## src/rtl/mips_ctrl_pkg.sv

```systemverilog
// Shared encodings for the multicycle MIPS main control and the ALU control decoder.
package mips_ctrl_pkg;

    // Opcodes (instr[31:26])
    localparam logic [5:0] OP_RTYPE = 6'b000000;
    localparam logic [5:0] OP_LW    = 6'b100011;
    localparam logic [5:0] OP_SW    = 6'b101011;
    localparam logic [5:0] OP_LH    = 6'b100001;
    localparam logic [5:0] OP_LHU   = 6'b100101;
    localparam logic [5:0] OP_ADDI  = 6'b001000;
    localparam logic [5:0] OP_ANDI  = 6'b001100;
    localparam logic [5:0] OP_ORI   = 6'b001101;
    localparam logic [5:0] OP_BEQ   = 6'b000100;
    localparam logic [5:0] OP_J     = 6'b000010;

    // aluOp codes consumed by ALU_Control
    localparam logic [2:0] ALUOP_ADD   = 3'b000;
    localparam logic [2:0] ALUOP_SUB   = 3'b001;
    localparam logic [2:0] ALUOP_OR    = 3'b010;
    localparam logic [2:0] ALUOP_AND   = 3'b011;
    localparam logic [2:0] ALUOP_RTYPE = 3'b100;

    // ALU operand B select
    localparam logic [1:0] SRCB_RT      = 2'b00;
    localparam logic [1:0] SRCB_FOUR    = 2'b01;
    localparam logic [1:0] SRCB_IMM     = 2'b10;
    localparam logic [1:0] SRCB_IMM_SH2 = 2'b11;

    // PC source select
    localparam logic [1:0] PCSRC_ALU    = 2'b00;
    localparam logic [1:0] PCSRC_ALUOUT = 2'b01;
    localparam logic [1:0] PCSRC_JUMP   = 2'b10;

    // FSM state encodings (visible on the debug port)
    localparam logic [3:0] S_IDLE      = 4'd0;
    localparam logic [3:0] S_FETCH     = 4'd1;
    localparam logic [3:0] S_DECODE    = 4'd2;
    localparam logic [3:0] S_MEM_ADDR  = 4'd3;
    localparam logic [3:0] S_MEM_READ  = 4'd4;
    localparam logic [3:0] S_MEM_WB    = 4'd5;
    localparam logic [3:0] S_MEM_WRITE = 4'd6;
    localparam logic [3:0] S_R_EXEC    = 4'd7;
    localparam logic [3:0] S_R_WB      = 4'd8;
    localparam logic [3:0] S_I_EXEC    = 4'd9;
    localparam logic [3:0] S_I_WB      = 4'd10;
    localparam logic [3:0] S_BRANCH    = 4'd11;
    localparam logic [3:0] S_JUMP      = 4'd12;

    // Datapath control bundle decoded from the state register
    typedef struct packed {
        logic       pc_write;
        logic       pc_write_cond;
        logic       ior_d;
        logic       mem_read;
        logic       mem_write;
        logic       mem_half;
        logic       mem_unsigned;
        logic       ir_write;
        logic       mem_to_reg;
        logic       reg_dst;
        logic       reg_write;
        logic       alu_src_a;
        logic [1:0] alu_src_b;
        logic [2:0] alu_op;
        logic [1:0] pc_source;
    } ctrl_t;

    // Where DECODE goes for a given opcode; unsupported opcodes fall back to FETCH.
    function automatic logic [3:0] decode_target(input logic [5:0] op);
        case (op)
            OP_LW, OP_SW, OP_LH, OP_LHU: return S_MEM_ADDR;
            OP_RTYPE:                    return S_R_EXEC;
            OP_ADDI, OP_ANDI, OP_ORI:    return S_I_EXEC;
            OP_BEQ:                      return S_BRANCH;
            OP_J:                        return S_JUMP;
            default:                     return S_FETCH;
        endcase
    endfunction

    function automatic logic op_is_legal(input logic [5:0] op);
        return decode_target(op) != S_FETCH;
    endfunction

endpackage

```

## src/rtl/mips_multicycle_control_timer.sv

```systemverilog
// Memory wait counter: counts consecutive not-ready cycles in a memory-access
// state and flags a timeout on the MEM_TIMEOUT-th one.
module mips_mem_wait_timer
    import mips_ctrl_pkg::*;
#(
    parameter int MEM_TIMEOUT = 16
) (
    input  logic clk,
    input  logic reset,
    input  logic waiting_i,
    input  logic mem_ready_i,
    output logic timeout_o
);

    localparam logic [7:0] TERM_COUNT = 8'(MEM_TIMEOUT - 1);

    logic [7:0] count_q;
    logic [7:0] count_d;

    // Timeout fires during the cycle that would be the MEM_TIMEOUT-th stall.
    assign timeout_o = waiting_i & ~mem_ready_i & (count_q == TERM_COUNT);

    // Clearing outside the wait states also covers the clear-on-entry case,
    // since no wait state is entered directly from another with a stall pending.
    always_comb begin
        count_d = count_q;
        if (!waiting_i || mem_ready_i || timeout_o) begin
            count_d = '0;
        end else begin
            count_d = count_q + 8'd1;
        end
    end

    // Counter register.
    always_ff @(posedge clk or posedge reset) begin
        if (reset) begin
            count_q <= '0;
        end else begin
            count_q <= count_d;
        end
    end

endmodule

```

## src/rtl/mips_multicycle_control.sv

```systemverilog
// Multicycle MIPS main control FSM.
// Optional: define CTRL_INSTR_COUNT_EN to add the instrCount retired-instruction counter.
//
// state     | meaning
// IDLE      | after reset or timeout, no outputs
// FETCH     | read instruction, PC+4; IR/PC load when memReady
// DECODE    | branch target precompute, dispatch on opcode
// MEM_ADDR  | effective address rs + imm
// MEM_READ  | load access, wait for memReady
// MEM_WB    | write loaded data to rt
// MEM_WRITE | store access, wait for memReady
// R_EXEC    | R-type ALU operation
// R_WB      | write ALUOut to rd
// I_EXEC    | immediate ALU operation
// I_WB      | write ALUOut to rt
// BRANCH    | beq compare and conditional PC load
// JUMP      | PC load from jump target
module mips_multicycle_control
    import mips_ctrl_pkg::*;
#(
    parameter int MEM_TIMEOUT = 16
) (
    input  logic        clk,
    input  logic        reset,
    input  logic [5:0]  opcode,
    input  logic        memReady,
    output logic        pcWrite,
    output logic        pcWriteCond,
    output logic        iorD,
    output logic        memRead,
    output logic        memWrite,
    output logic        memHalf,
    output logic        memUnsigned,
    output logic        irWrite,
    output logic        memToReg,
    output logic        regDst,
    output logic        regWrite,
    output logic        aluSrcA,
    output logic [1:0]  aluSrcB,
    output logic [2:0]  aluOp,
    output logic [1:0]  pcSource,
    output logic        illegalOp,
    output logic        memTimeout,
`ifdef CTRL_INSTR_COUNT_EN
    output logic [31:0] instrCount,
`endif
    output logic [3:0]  state
);

    logic [3:0] state_q;
    logic [3:0] state_d;
    logic       waiting;
    logic       mem_timeout;
    logic       is_half;
    ctrl_t      ctrl;

    assign waiting = (state_q == S_FETCH) || (state_q == S_MEM_READ) || (state_q == S_MEM_WRITE);
    assign is_half = (opcode == OP_LH) || (opcode == OP_LHU);

    mips_mem_wait_timer #(
        .MEM_TIMEOUT(MEM_TIMEOUT)
    ) u_wait_timer (
        .clk        (clk),
        .reset      (reset),
        .waiting_i  (waiting),
        .mem_ready_i(memReady),
        .timeout_o  (mem_timeout)
    );

    // Next-state logic.
    always_comb begin
        state_d = state_q;
        case (state_q)
            S_IDLE:      state_d = S_FETCH;
            S_FETCH: begin
                if (memReady) begin
                    state_d = S_DECODE;
                end else if (mem_timeout) begin
                    state_d = S_IDLE;
                end
            end
            S_DECODE:    state_d = decode_target(opcode);
            S_MEM_ADDR:  state_d = (opcode == OP_SW) ? S_MEM_WRITE : S_MEM_READ;
            S_MEM_READ: begin
                if (memReady) begin
                    state_d = S_MEM_WB;
                end else if (mem_timeout) begin
                    state_d = S_IDLE;
                end
            end
            S_MEM_WRITE: begin
                if (memReady) begin
                    state_d = S_FETCH;
                end else if (mem_timeout) begin
                    state_d = S_IDLE;
                end
            end
            S_R_EXEC:    state_d = S_R_WB;
            S_I_EXEC:    state_d = S_I_WB;
            S_MEM_WB, S_R_WB, S_I_WB, S_BRANCH, S_JUMP: state_d = S_FETCH;
            default:     state_d = S_IDLE;
        endcase
    end

    // State register.
    always_ff @(posedge clk or posedge reset) begin
        if (reset) begin
            state_q <= S_IDLE;
        end else begin
            state_q <= state_d;
        end
    end

    // Moore output decode; anything not set for a state stays 0.
    always_comb begin
        ctrl = '0;
        case (state_q)
            S_FETCH: begin
                ctrl.mem_read  = 1'b1;
                ctrl.alu_src_b = SRCB_FOUR;
                ctrl.alu_op    = ALUOP_ADD;
                ctrl.pc_source = PCSRC_ALU;
                ctrl.ir_write  = memReady;
                ctrl.pc_write  = memReady;
            end
            S_DECODE: begin
                ctrl.alu_src_b = SRCB_IMM_SH2;
                ctrl.alu_op    = ALUOP_ADD;
            end
            S_MEM_ADDR: begin
                ctrl.alu_src_a = 1'b1;
                ctrl.alu_src_b = SRCB_IMM;
                ctrl.alu_op    = ALUOP_ADD;
            end
            S_MEM_READ: begin
                ctrl.mem_read     = 1'b1;
                ctrl.ior_d        = 1'b1;
                ctrl.mem_half     = is_half;
                ctrl.mem_unsigned = (opcode == OP_LHU);
            end
            S_MEM_WB: begin
                ctrl.reg_write    = 1'b1;
                ctrl.mem_to_reg   = 1'b1;
                ctrl.mem_half     = is_half;
                ctrl.mem_unsigned = (opcode == OP_LHU);
            end
            S_MEM_WRITE: begin
                ctrl.mem_write = 1'b1;
                ctrl.ior_d     = 1'b1;
            end
            S_R_EXEC: begin
                ctrl.alu_src_a = 1'b1;
                ctrl.alu_src_b = SRCB_RT;
                ctrl.alu_op    = ALUOP_RTYPE;
            end
            S_R_WB: begin
                ctrl.reg_write = 1'b1;
                ctrl.reg_dst   = 1'b1;
            end
            S_I_EXEC: begin
                ctrl.alu_src_a = 1'b1;
                ctrl.alu_src_b = SRCB_IMM;
                case (opcode)
                    OP_ANDI: ctrl.alu_op = ALUOP_AND;
                    OP_ORI:  ctrl.alu_op = ALUOP_OR;
                    default: ctrl.alu_op = ALUOP_ADD;
                endcase
            end
            S_I_WB: begin
                ctrl.reg_write = 1'b1;
            end
            S_BRANCH: begin
                ctrl.alu_src_a     = 1'b1;
                ctrl.alu_src_b     = SRCB_RT;
                ctrl.alu_op        = ALUOP_SUB;
                ctrl.pc_write_cond = 1'b1;
                ctrl.pc_source     = PCSRC_ALUOUT;
            end
            S_JUMP: begin
                ctrl.pc_write  = 1'b1;
                ctrl.pc_source = PCSRC_JUMP;
            end
            default: ctrl = '0;
        endcase
    end

    assign pcWrite     = ctrl.pc_write;
    assign pcWriteCond = ctrl.pc_write_cond;
    assign iorD        = ctrl.ior_d;
    assign memRead     = ctrl.mem_read;
    assign memWrite    = ctrl.mem_write;
    assign memHalf     = ctrl.mem_half;
    assign memUnsigned = ctrl.mem_unsigned;
    assign irWrite     = ctrl.ir_write;
    assign memToReg    = ctrl.mem_to_reg;
    assign regDst      = ctrl.reg_dst;
    assign regWrite    = ctrl.reg_write;
    assign aluSrcA     = ctrl.alu_src_a;
    assign aluSrcB     = ctrl.alu_src_b;
    assign aluOp       = ctrl.alu_op;
    assign pcSource    = ctrl.pc_source;
    assign illegalOp   = (state_q == S_DECODE) && !op_is_legal(opcode);
    assign memTimeout  = mem_timeout;
    assign state       = state_q;

`ifdef CTRL_INSTR_COUNT_EN
    logic [31:0] instr_count_q;
    logic        instr_done;

    // Only completing states count; illegal-opcode and timeout exits do not.
    always_comb begin
        instr_done = (state_d == S_FETCH) &&
                     ((state_q == S_MEM_WB) || (state_q == S_MEM_WRITE) ||
                      (state_q == S_R_WB)   || (state_q == S_I_WB) ||
                      (state_q == S_BRANCH) || (state_q == S_JUMP));
    end

    // Retired-instruction counter, wraps naturally.
    always_ff @(posedge clk or posedge reset) begin
        if (reset) begin
            instr_count_q <= '0;
        end else if (instr_done) begin
            instr_count_q <= instr_count_q + 32'd1;
        end
    end

    assign instrCount = instr_count_q;
`endif

endmodule
```

## config.mk

```make
export PLATFORM = sky130hd
export DESIGN_NAME = mips_multicycle_control
export DESIGN_NICKNAME = d
export VERILOG_FILES = /design/src/rtl/mips_ctrl_pkg.sv /design/src/rtl/mips_multicycle_control_timer.sv /design/src/rtl/mips_multicycle_control.sv
export SDC_FILE = /design/constraint.sdc
export NUM_CORES = 1
export LEC_CHECK = 0
export ABC_CLOCK_PERIOD_IN_PS = 1900
export CAP_MARGIN = 20
export CELL_PAD_IN_SITES_DETAIL_PLACEMENT = 0
export CELL_PAD_IN_SITES_GLOBAL_PLACEMENT = 1
export CORE_UTILIZATION = 30
export CTS_BUF_LIST = sky130_fd_sc_hd__clkbuf_8 sky130_fd_sc_hd__clkbuf_16
export DETAILED_ROUTE_END_ITERATION = 8
export PLACE_DENSITY_LB_ADDON = 0.08
export RECOVER_POWER = 50
export SLEW_MARGIN = 40
export SYNTH_ARGS = -nofsm -noshare
export SYNTH_HDL_FRONTEND = slang
export SYNTH_SLANG_ARGS = --single-unit
```

## constraint.sdc

```tcl
create_clock -name clk -period 1.9 [get_ports clk]
set_input_delay 0.285 -clock clk [delete_from_list [all_inputs] [get_ports clk]]
set_output_delay 0.285 -clock clk [all_outputs]
set_load 0.01 [all_outputs]
```

==> results.yml, run 1 <==
pwr:
  total_power_mw: 1.89
  leakage_nw: 0.805
  power_density_nw_per_um2: 1130
  vdd_drop_max_v: 0.000571
timing:
  relSlewSlack_pct: 70.6
  clock_skew_ns: 0.00518
  drv_slew: 0
  hold_viol: 0
  rsz0062_at_grt: "yes"
  worstMarginPinSlew_ns: 0.440
  fin_crit_sh_pct: 97.6
  setup_tns_ns: 0
  fin_crit_ns: 1.85
  setup_violations: 0
  fmax_mhz: 539
  fin_ws_ns: 0.0453
route:
  vias: 1118
  detail-route-antenna-nets: 0
  avgRoutedWirePerCell_um: 12.5
  routed_via_density: 4.76
  drtIter0Drc: 27
  wirelength_mm: 2.94
  drt_pass1_iterations: 4
  drc: 0
clock_tree:
  path_clk_slew_ns: 0.05
  root_buffer: "clkbuf_8"
  clock_latency_ns: 0.24
  htree_levels: 1
  numCtsBuffers: 3
  postCtsHoldBufs: 0
  cts_tree: "built"
  clk_path_buf_depth: 2
  cts_sinks: 12
synthesis:
  synth-compound-area-share_pct: 12.3
  synthXorXnorAreaFrac_pct: 7.05
  synth_area_leader_cell: "dfrtp_1"
  syn-num-nets: 133
  syn_avg_cell_area_um2: 8.08
  yosysTopAreaCellShare_pct: 30.2
  yosys_register_bits: 12
  syn_inst: 123
  synth_mux_area_share_pct: 1.13
  netlist_top_cells_area: "dfrtp_1 (30%), nor2_1 (7.6%), nand2b_1 (3.8%), xnor2_1 (3.5%), xor2_1 (3.5%)"
  yosys.area_share.adder_pct: 1.26
  synthSimpleGateAreaFrac_pct: 42.3
  syn_area_um2: 993
  ys_types: 43
  ys.warnings.count: 0
  synth_top_family_by_area: "simple AND/OR/NAND/NOR gates"
  synth_seq_area_share_pct: 30.2
place:
  hpwl_mm: 2.23
  dpl-instance-area_um2: 1620
  place_congestion: 0.836
  io_buffer_count: 33
  place_ws_ns: -0.493
global_routing:
  antenna_found_initial: 0
  grt_pass1_vias: 1066
  grt-ovfl-total: 0
  grt_first_pass_wirelength_mm: 4.71
  grt_max_degree: 13
  track_usage_pct: 17.3
cells_and_area:
  fin_area_um2: 1680
  area_growth_pct: 68.6
  final_cell_mix: "buf_4 (34), nor2_1 (17), dlygate4sd2_1 (16)"
  layout-drive-gt1-share_pct: 35.6
  nets: 202
  layout_commonest_cell: "buf_4"
  n_antenna_cell: 0
critical_path:
  r2r_cells: 6
  end_kind: "output port"
  worstPathRequired_ns: 1.62
  worstPathMaxFanout: 4
  path_buf_inv: 3
  timing.rr.end: "state[2]"
  critPathMaxStageDelay_ns: 0.37
  r2r_start: "state[0]"
  cp.arrival_ns: 1.57
  critPathKind: "flip-flop to output port"
  r2r_setup_slack_ns: 0.22
  crit_family: "simple AND/OR/NAND/NOR gates"
  worstSetupStartpointType: "flip-flop"
  path_cells: "nand2b_4, buf_4, buf_12, nor4b_4, or2_2, clkbuf_2"
  crit_slowest_cell: "dfrtp_1"
outcome:
  status: "finished clean"
die:
  die_h_um: 59.5
  core_um2: 3100
  die-area_um2: 3550
  rows: 20
  num_io_pins: 34
  chipWidth_um: 59.5
  start_util_pct: 32.0
min_path:
  hold_class: "flip-flop to flip-flop"
  hold_path_startpoint: "u_wait_timer.count_q[0]"
  holdPathStages: 1
  hold_path_end: "u_wait_timer.count_q[0]"
flow_run:
  drv_cap: 0
## cell families (layout without fill, tap and decap cells)
group	count (synthesis)	after routing
simple gates	71	71
compound gates	19	19
flops	12	12
buf+inv	11	79
xor+xnor	8	8
fa+ha+maj	1	1
mux	1	1
## stage by stage
step           hold slack (ns)  cells  utilization [%]
2_1_floorplan            0.150    123                -
3_3_place_gp             0.436    230             52.3
3_5_place_dp             0.442    230             52.3
4_1_cts                  0.372    234             54.6
5_1_grt                  0.464    235             54.0
6_report                 0.446    235             54.0
## area by class of cell
class	count	area [µm²]
clock buffers	4	55.1
fillers	331	1430
multi-input cells	100	691
inverters	5	18.8
flip-flops and latches	12	303
well taps	44	55.1
repair buffers	70	553
## flip-flops by register name (all words and copies together) (netlist names)
signal / count
state: 4
u_wait_timer.count_q: 8
## synthesized netlist by cell type (all sizes together)
cell type and number:
xnor2 4, o21bai 2, dfrtp 12, nand4b 1, nand2b 8, a31oi 1, and4b 1, nor4 4
clkbuf 1, or3 1, o21ai 4, buf 5, a22oi 1, ha 1, a21o 1, nor2b 3
o21a 1, nand4 1, nor3 4, inv 5, a21oi 4, nand2 8, and3 2, and3b 1
mux2 1, nand3 3, xor2 4, o2bb2ai 1, o22ai 2, nor3b 3, nor4b 3, o221ai 2
nand3b 1, nor2 20, or4 1, or2 4, and2 2
## worst max path at each step
stage | slack, ns | from | endpoint | cells past startpoint
finish | 0.05 | state[1] | pcWrite | 6
detailed placement | -0.49 | opcode[0] | illegalOp | 5
global route | -0.02 | state[1] | pcWrite | 6
CTS | 0.001 | state[1] | memUnsigned | 6
floorplan | 0.20 | state[2] | aluOp[0] | 4
global placement | -0.45 | opcode[0] | illegalOp | 5
## what timing repair did
item,4_1_cts,5_1_grt
endpoints found under the setup margin,21,6
hold endpoints to repair,0,0
resized for setup,45,16
buffers inserted,0,1
pin swaps,2,3
## power breakdown
group	internal (mW)	total, mW	leakage (nW)	switching, mW
combinational	0.681	1.26	0.617	0.578
clock	0.182	0.269	0.0288	0.0869
sequential	0.307	0.358	0.159	0.0508
## per-layer routing
layer	GRT usage [%]	vias up	wire, µm
li1	-	562	-
met1	21.3	520	1310
met2	30.3	30	1440
met3	4.15	6	158
met4	3.65	0	30
met5	0	-	0
No activity file was read; power rests on OpenSTA's default activity.
==> run 2: changes to the inputs <==
--- a/config.mk
+++ b/config.mk
@@ -9,7 +9,7 @@
 export CAP_MARGIN = 20
 export CELL_PAD_IN_SITES_DETAIL_PLACEMENT = 0
 export CELL_PAD_IN_SITES_GLOBAL_PLACEMENT = 1
-export CORE_UTILIZATION = 30
+export CORE_UTILIZATION = 32
 export CTS_BUF_LIST = sky130_fd_sc_hd__clkbuf_8 sky130_fd_sc_hd__clkbuf_16
 export DETAILED_ROUTE_END_ITERATION = 8
 export PLACE_DENSITY_LB_ADDON = 0.08
==> run 2 against run 1 <==
Net effect: the run now ends with DRC left; critical path depth stayed put; non-clock buffer count is 9 lower; die area is 6.0% lower; register-to-register slack worse by 0.03 ns; first-iteration DRC count is 85% higher; worst setup slack better by 0.011 ns; sequential share of layout area is 0.35 points higher; sequential power is 2% lower; design area is 2.7% lower.
==> results.yml, run 2 (same netlist as run 1, synthesis figures left out) <==
timing:
  fin_ws_ns: 0.0561
  fin_crit_sh_pct: 97.0
  hold_viol: 0
  relSlewSlack_pct: 67.6
  setup_tns_ns: 0
  drv_slew: 0
  setup_violations: 0
  fmax_mhz: 542
  clock_skew_ns: 0.00314
  fin_crit_ns: 1.84
  worstMarginPinSlew_ns: 0.485
  rsz0062_at_grt: "yes"
pwr:
  power_density_nw_per_um2: 1090
  vdd_drop_max_v: 0.000618
  switching_share_pct: 40.3
  switchingPower_uw: 714
  leakage_nw: 0.794
  total_power_mw: 1.77
  power.share.combinational_pct: 67.1
  p_int_mw: 1.06
  clkPwrFrac_pct: 13.1
  seq_power_share_pct: 19.8
cells_and_area:
  largest-register: "u_wait_timer.count_q"
  area_growth_pct: 64.1
  instances_no_fill: 212
  final_cell_mix: "buf_4 (23), nor2_1 (18), dlygate4sd2_1 (16)"
  largest_reg_flops: 8
  layout-drive-gt1-share_pct: 32.6
  layout_commonest_cell: "buf_4"
  n_antenna_cell: 0
  nets: 193
place:
  hpwl_mm: 2.17
  place_congestion: 0.767
  dpl.cell_count: 206
  io_buffer_count: 33
  place_ws_ns: -0.449
die:
  num_io_pins: 34
  start_util_pct: 34.8
  die_h_um: 57.7
  die-area_um2: 3330
  chipWidth_um: 57.7
  rows: 19
  core_um2: 2850
min_path:
  hold_path_end: "u_wait_timer.count_q[0]"
  hold_path_startpoint: "u_wait_timer.count_q[0]"
  holdPathStages: 1
  hold_class: "flip-flop to flip-flop"
outcome:
  violations: "DRC"
  status: "finished with violations"
clock_tree:
  cts_sinks: 12
  path_clk_slew_ns: 0.05
  cts_tree: "built"
  htree_levels: 1
  numCtsBuffers: 3
  postCtsHoldBufs: 0
  clk_path_buf_depth: 2
  root_buffer: "clkbuf_8"
  clock_latency_ns: 0.24
global_routing:
  track_usage_pct: 17.8
  antenna_found_initial: 0
  grt-ovfl-total: 0
  grt_first_pass_wirelength_mm: 4.60
  grt_pass1_vias: 1003
  grt_max_degree: 13
route:
  drc: 1
  drtIter0Drc: 50
  routed_via_density: 5.01
  vias: 1063
  detail-route-antenna-nets: 0
  avgRoutedWirePerCell_um: 13.4
  wirelength_mm: 2.85
  drt_pass1_iterations: 6
critical_path:
  critPathMaxStageDelay_ns: 0.50
  timing.rr.end: "u_wait_timer.count_q[7]"
  worstSetupStartpointType: "primary input"
  critPathKind: "primary input to output port"
  crit_slowest_cell: "clkdlybuf4s50_1"
  path_buf_inv: 2
  r2r_cells: 6
  crit_family: "buffers and inverters"
  end_kind: "output port"
  crit_top_cell: "o21bai_1"
  r2r_start: "state[0]"
  r2r_setup_slack_ns: 0.19
  worstPathRequired_ns: 1.62
  cp.arrival_ns: 1.56
  path_cells: "clkdlybuf4s50_1, o21bai_1, a21oi_1, o21bai_1, nor3b_2, clkbuf_2"
  worstPathMaxFanout: 5
flow_run:
  drv_cap: 0
[run 2: cell count changes in the layout (fill, tap and decap cells not counted), sizes merged]
cell	change
clkdlybuf4s50	+1
dlymetal6s2s	+2
clkdlybuf4s15	-1
buf	-7
clkbuf	-5
[run 2: what timing repair did]
action / in CTS / in global routing
buffers inserted: 3 / 0
endpoints found under the hold margin: 0 / 0
cloned: 0 / 0
endpoints found under the setup margin: 21 / 7
pin swaps: 2 / 4
gates resized for setup: 50 / 18
[run 2: worst max-delay path by stage]
stage | slack [ns] | end | from | cells after the start
finish | 0.06 | illegalOp | opcode[2] | 6
global route | -0.04 | illegalOp | opcode[2] | 6
CTS | -0.15 | illegalOp | opcode[1] | 5
detailed placement | -0.45 | illegalOp | opcode[0] | 5
global placement | -0.40 | illegalOp | opcode[0] | 5
floorplan | 0.20 | aluOp[0] | state[2] | 4
[run 2: per-stage QoR]
stage / area, µm² / hold slack, ns / util [%]
after floorplan: 993 / 0.150 / -
after global placement: 1510 / 0.435 / 53.0
after detailed placement: 1510 / 0.444 / 53.0
after CTS: 1620 / 0.380 / 56.7
after global routing: 1630 / 0.487 / 57.1
final: 1630 / 0.460 / 57.1
[run 2: power by group through the flow]
| stage | registers (mW) | clock network, mW | logic, mW |
|---|---|---|---|
| 6_report | 0.350 | 0.232 | 1.19 |
| 5_1_grt | 0.359 | 0.247 | 1.29 |
| 4_1_cts | 0.352 | 0.240 | 1.20 |
| 3_5_place_dp | 0.348 | 0 | 1.15 |
| 3_3_place_gp | 0.348 | 0 | 1.14 |
| 2_1_floorplan | 0.376 | 0 | 0.528 |
[run 2: cell type report]
cell class	instances	area [µm²]
timing repair buffer	61	508
sequential	12	300
multi-input combinational	100	723
clock buffer	3	41.3
inverter	5	18.8
fill	290	1220
tap	31	38.8
[run 2: routing by layer]
layer	vias up	routed length, µm	share of wire (%)	global-route usage, %
li1	550	-	-	-
met3	0	118	4.1	4.02
met1	488	1330	47	24.5
met4	0	0	0	2.04
met5	-	0	0	0
met2	25	1400	49	29.7
==> run 3: changes to the inputs <==
--- a/config.mk
+++ b/config.mk
@@ -9,6 +9,7 @@
 export CAP_MARGIN = 20
 export CELL_PAD_IN_SITES_DETAIL_PLACEMENT = 0
 export CELL_PAD_IN_SITES_GLOBAL_PLACEMENT = 1
+export CORE_MARGIN = 2
 export CORE_UTILIZATION = 32
 export CTS_BUF_LIST = sky130_fd_sc_hd__clkbuf_8 sky130_fd_sc_hd__clkbuf_16
 export DETAILED_ROUTE_END_ITERATION = 8
==> run 3 against run 2 <==
Net effect: the flow now finishes without violations; critical path depth is 1 lower; largest power group unchanged; worst hold slack better by 0.0016 ns; clock skew shrank 0.0024 ns; combinational power shrank 5%; non-clock buffer count stayed put; critical endpoint is now aluOp[0]; power down 3.7%; routed wire length is 3.8% lower.
==> results.yml, run 3 (same netlist as run 1, synthesis figures left out) <==
outcome:
  status: "finished clean"
die:
  core_um2: 3000
  die_h_um: 59.7
  start_util_pct: 33.1
  num_io_pins: 34
  chipWidth_um: 59.7
  rows: 20
  die-area_um2: 3570
global_routing:
  grt-ovfl-total: 0
  antenna_found_initial: 0
  grt_max_degree: 13
  grt_first_pass_wirelength_mm: 4.80
  grt_pass1_vias: 1106
  track_usage_pct: 17.4
clock_tree:
  clock_latency_ns: 0.23
  post-cts-setup-buffers: 0
  clk_path_buf_depth: 2
  root_buffer: "clkbuf_8"
  cts_sinks: 12
  path_clk_slew_ns: 0.05
  cts_tree: "built"
  htree_levels: 1
  numCtsBuffers: 3
critical_path:
  path_cells: "nand2b_4, or2_4, nor4_4, a21o_1, buf_2"
  worstSetupPathDepth: 5
  worstPathRequired_ns: 1.62
  r2r_setup_slack_ns: 0.21
  cp-startpoint: "state[1]"
  critPathMaxStageDelay_ns: 0.37
  critPathKind: "flip-flop to output port"
  worstPathMaxFanout: 2
  path_buf_inv: 1
  crit_path_end: "aluOp[0]"
  crit_family: "simple AND/OR/NAND/NOR gates"
  r2r_cells: 7
  end_kind: "output port"
  cp.arrival_ns: 1.54
  worstSetupStartpointType: "flip-flop"
  timing.rr.end: "state[2]"
  crit_slowest_cell: "dfrtp_1"
  r2r_start: "state[1]"
min_path:
  hold_class: "flip-flop to flip-flop"
  hold_path_startpoint: "u_wait_timer.count_q[0]"
  holdPathStages: 1
timing:
  rsz0062_at_grt: "yes"
  worstMarginPinSlew_ns: 0.444
  setup_violations: 0
  drv_slew: 0
  clock_skew_ns: 0.000726
  fmax_mhz: 549
  fin_crit_ns: 1.82
  relSlewSlack_pct: 70.4
  fin_crit_sh_pct: 95.9
  hold_viol: 0
pwr:
  leakage_nw: 0.762
  vdd_drop_max_v: 0.000495
  power_density_nw_per_um2: 1080
route:
  avgRoutedWirePerCell_um: 12.8
  vias: 1085
  routed_via_density: 5.07
  detail-route-antenna-nets: 0
  drt_pass1_iterations: 4
  drtIter0Drc: 30
  wirelength_mm: 2.74
  drc: 0
cells_and_area:
  layout_commonest_cell: "buf_4"
  largest_reg_flops: 8
  instances_no_fill: 214
  final_util_pct: 52.6
  layout-drive-gt1-share_pct: 29.3
  largest-register: "u_wait_timer.count_q"
  n_antenna_cell: 0
  nets: 193
  nFillCells: 318
  final_cell_mix: "buf_4 (25), dlygate4sd2_1 (19), nor2_1 (18)"
  area_growth_pct: 58.9
place:
  io_buffer_count: 33
  dpl.cell_count: 211
  hpwl_mm: 2.16
  place_congestion: 0.823
flow_run:
  drv_cap: 0
-- run 3: worst min-delay path by stage --
stage	endpoint	slack, ns
after floorplan	state[0]	0.15
after global placement	u_wait_timer.count_q[0]	0.44
after detailed placement	u_wait_timer.count_q[0]	0.44
after CTS	u_wait_timer.count_q[4]	0.37
after global routing	u_wait_timer.count_q[0]	0.48
final	u_wait_timer.count_q[0]	0.46
-- run 3: area by class of cell --
cell class                      instances  area, µm²  area share [%]
Inverter                                5       18.8            1.19
Multi-Input combinational cell        100        686            43.4
Tap cell                               33       41.3            2.61
Clock buffer                            3       41.3            2.61
Timing Repair Buffer                   61        490            31.1
Sequential cell                        12        302            19.1
-- run 3: where the power goes --
part           internal [mW]  switching (mW)  total [mW]
logic                  0.579           0.551        1.13
registers              0.306          0.0487       0.355
clock network          0.139          0.0826       0.221
total                   1.02           0.682        1.71
-- run 3: routing by layer --
layer  GRT usage (%)  share of wire [%]  routed length (µm)
met1            23.7                 48                1300
met2            27.3                 47                1280
met3            5.41                5.4                 149
met4            3.49               0.44                  12
met5               0                  0                   0
-- run 3: per-stage QoR --
step	setup slack, ns	TNS (ns)	area [µm²]	hold slack (ns)	power (mW)
global placement	-0.402	-2.06	1540	0.438	1.53
finish	0.0773	0	1580	0.462	1.71
floorplan	0.200	0	993	0.150	0.904
CTS	0.00360	0	1600	0.367	1.75
detailed placement	-0.404	-2.22	1540	0.442	1.52
global route	-0.0134	-0.0197	1580	0.482	1.85
-- run 3: what timing repair did --
action,4_1_cts,5_1_grt
setup endpoints to repair,20,6
gates resized for setup,49,7
pin swaps,2,2
hold buffers,0,0
-- run 3: worst reg2reg max path: stages (launching register included) --
cell	delay, ns
dfrtp_1	0.37
buf_4	0.15
buf_2	0.16
nor3b_1	0.21
o21ai_0	0.12
clkbuf_1	0.16
nand2b_1	0.27
o2bb2ai_1	0.18
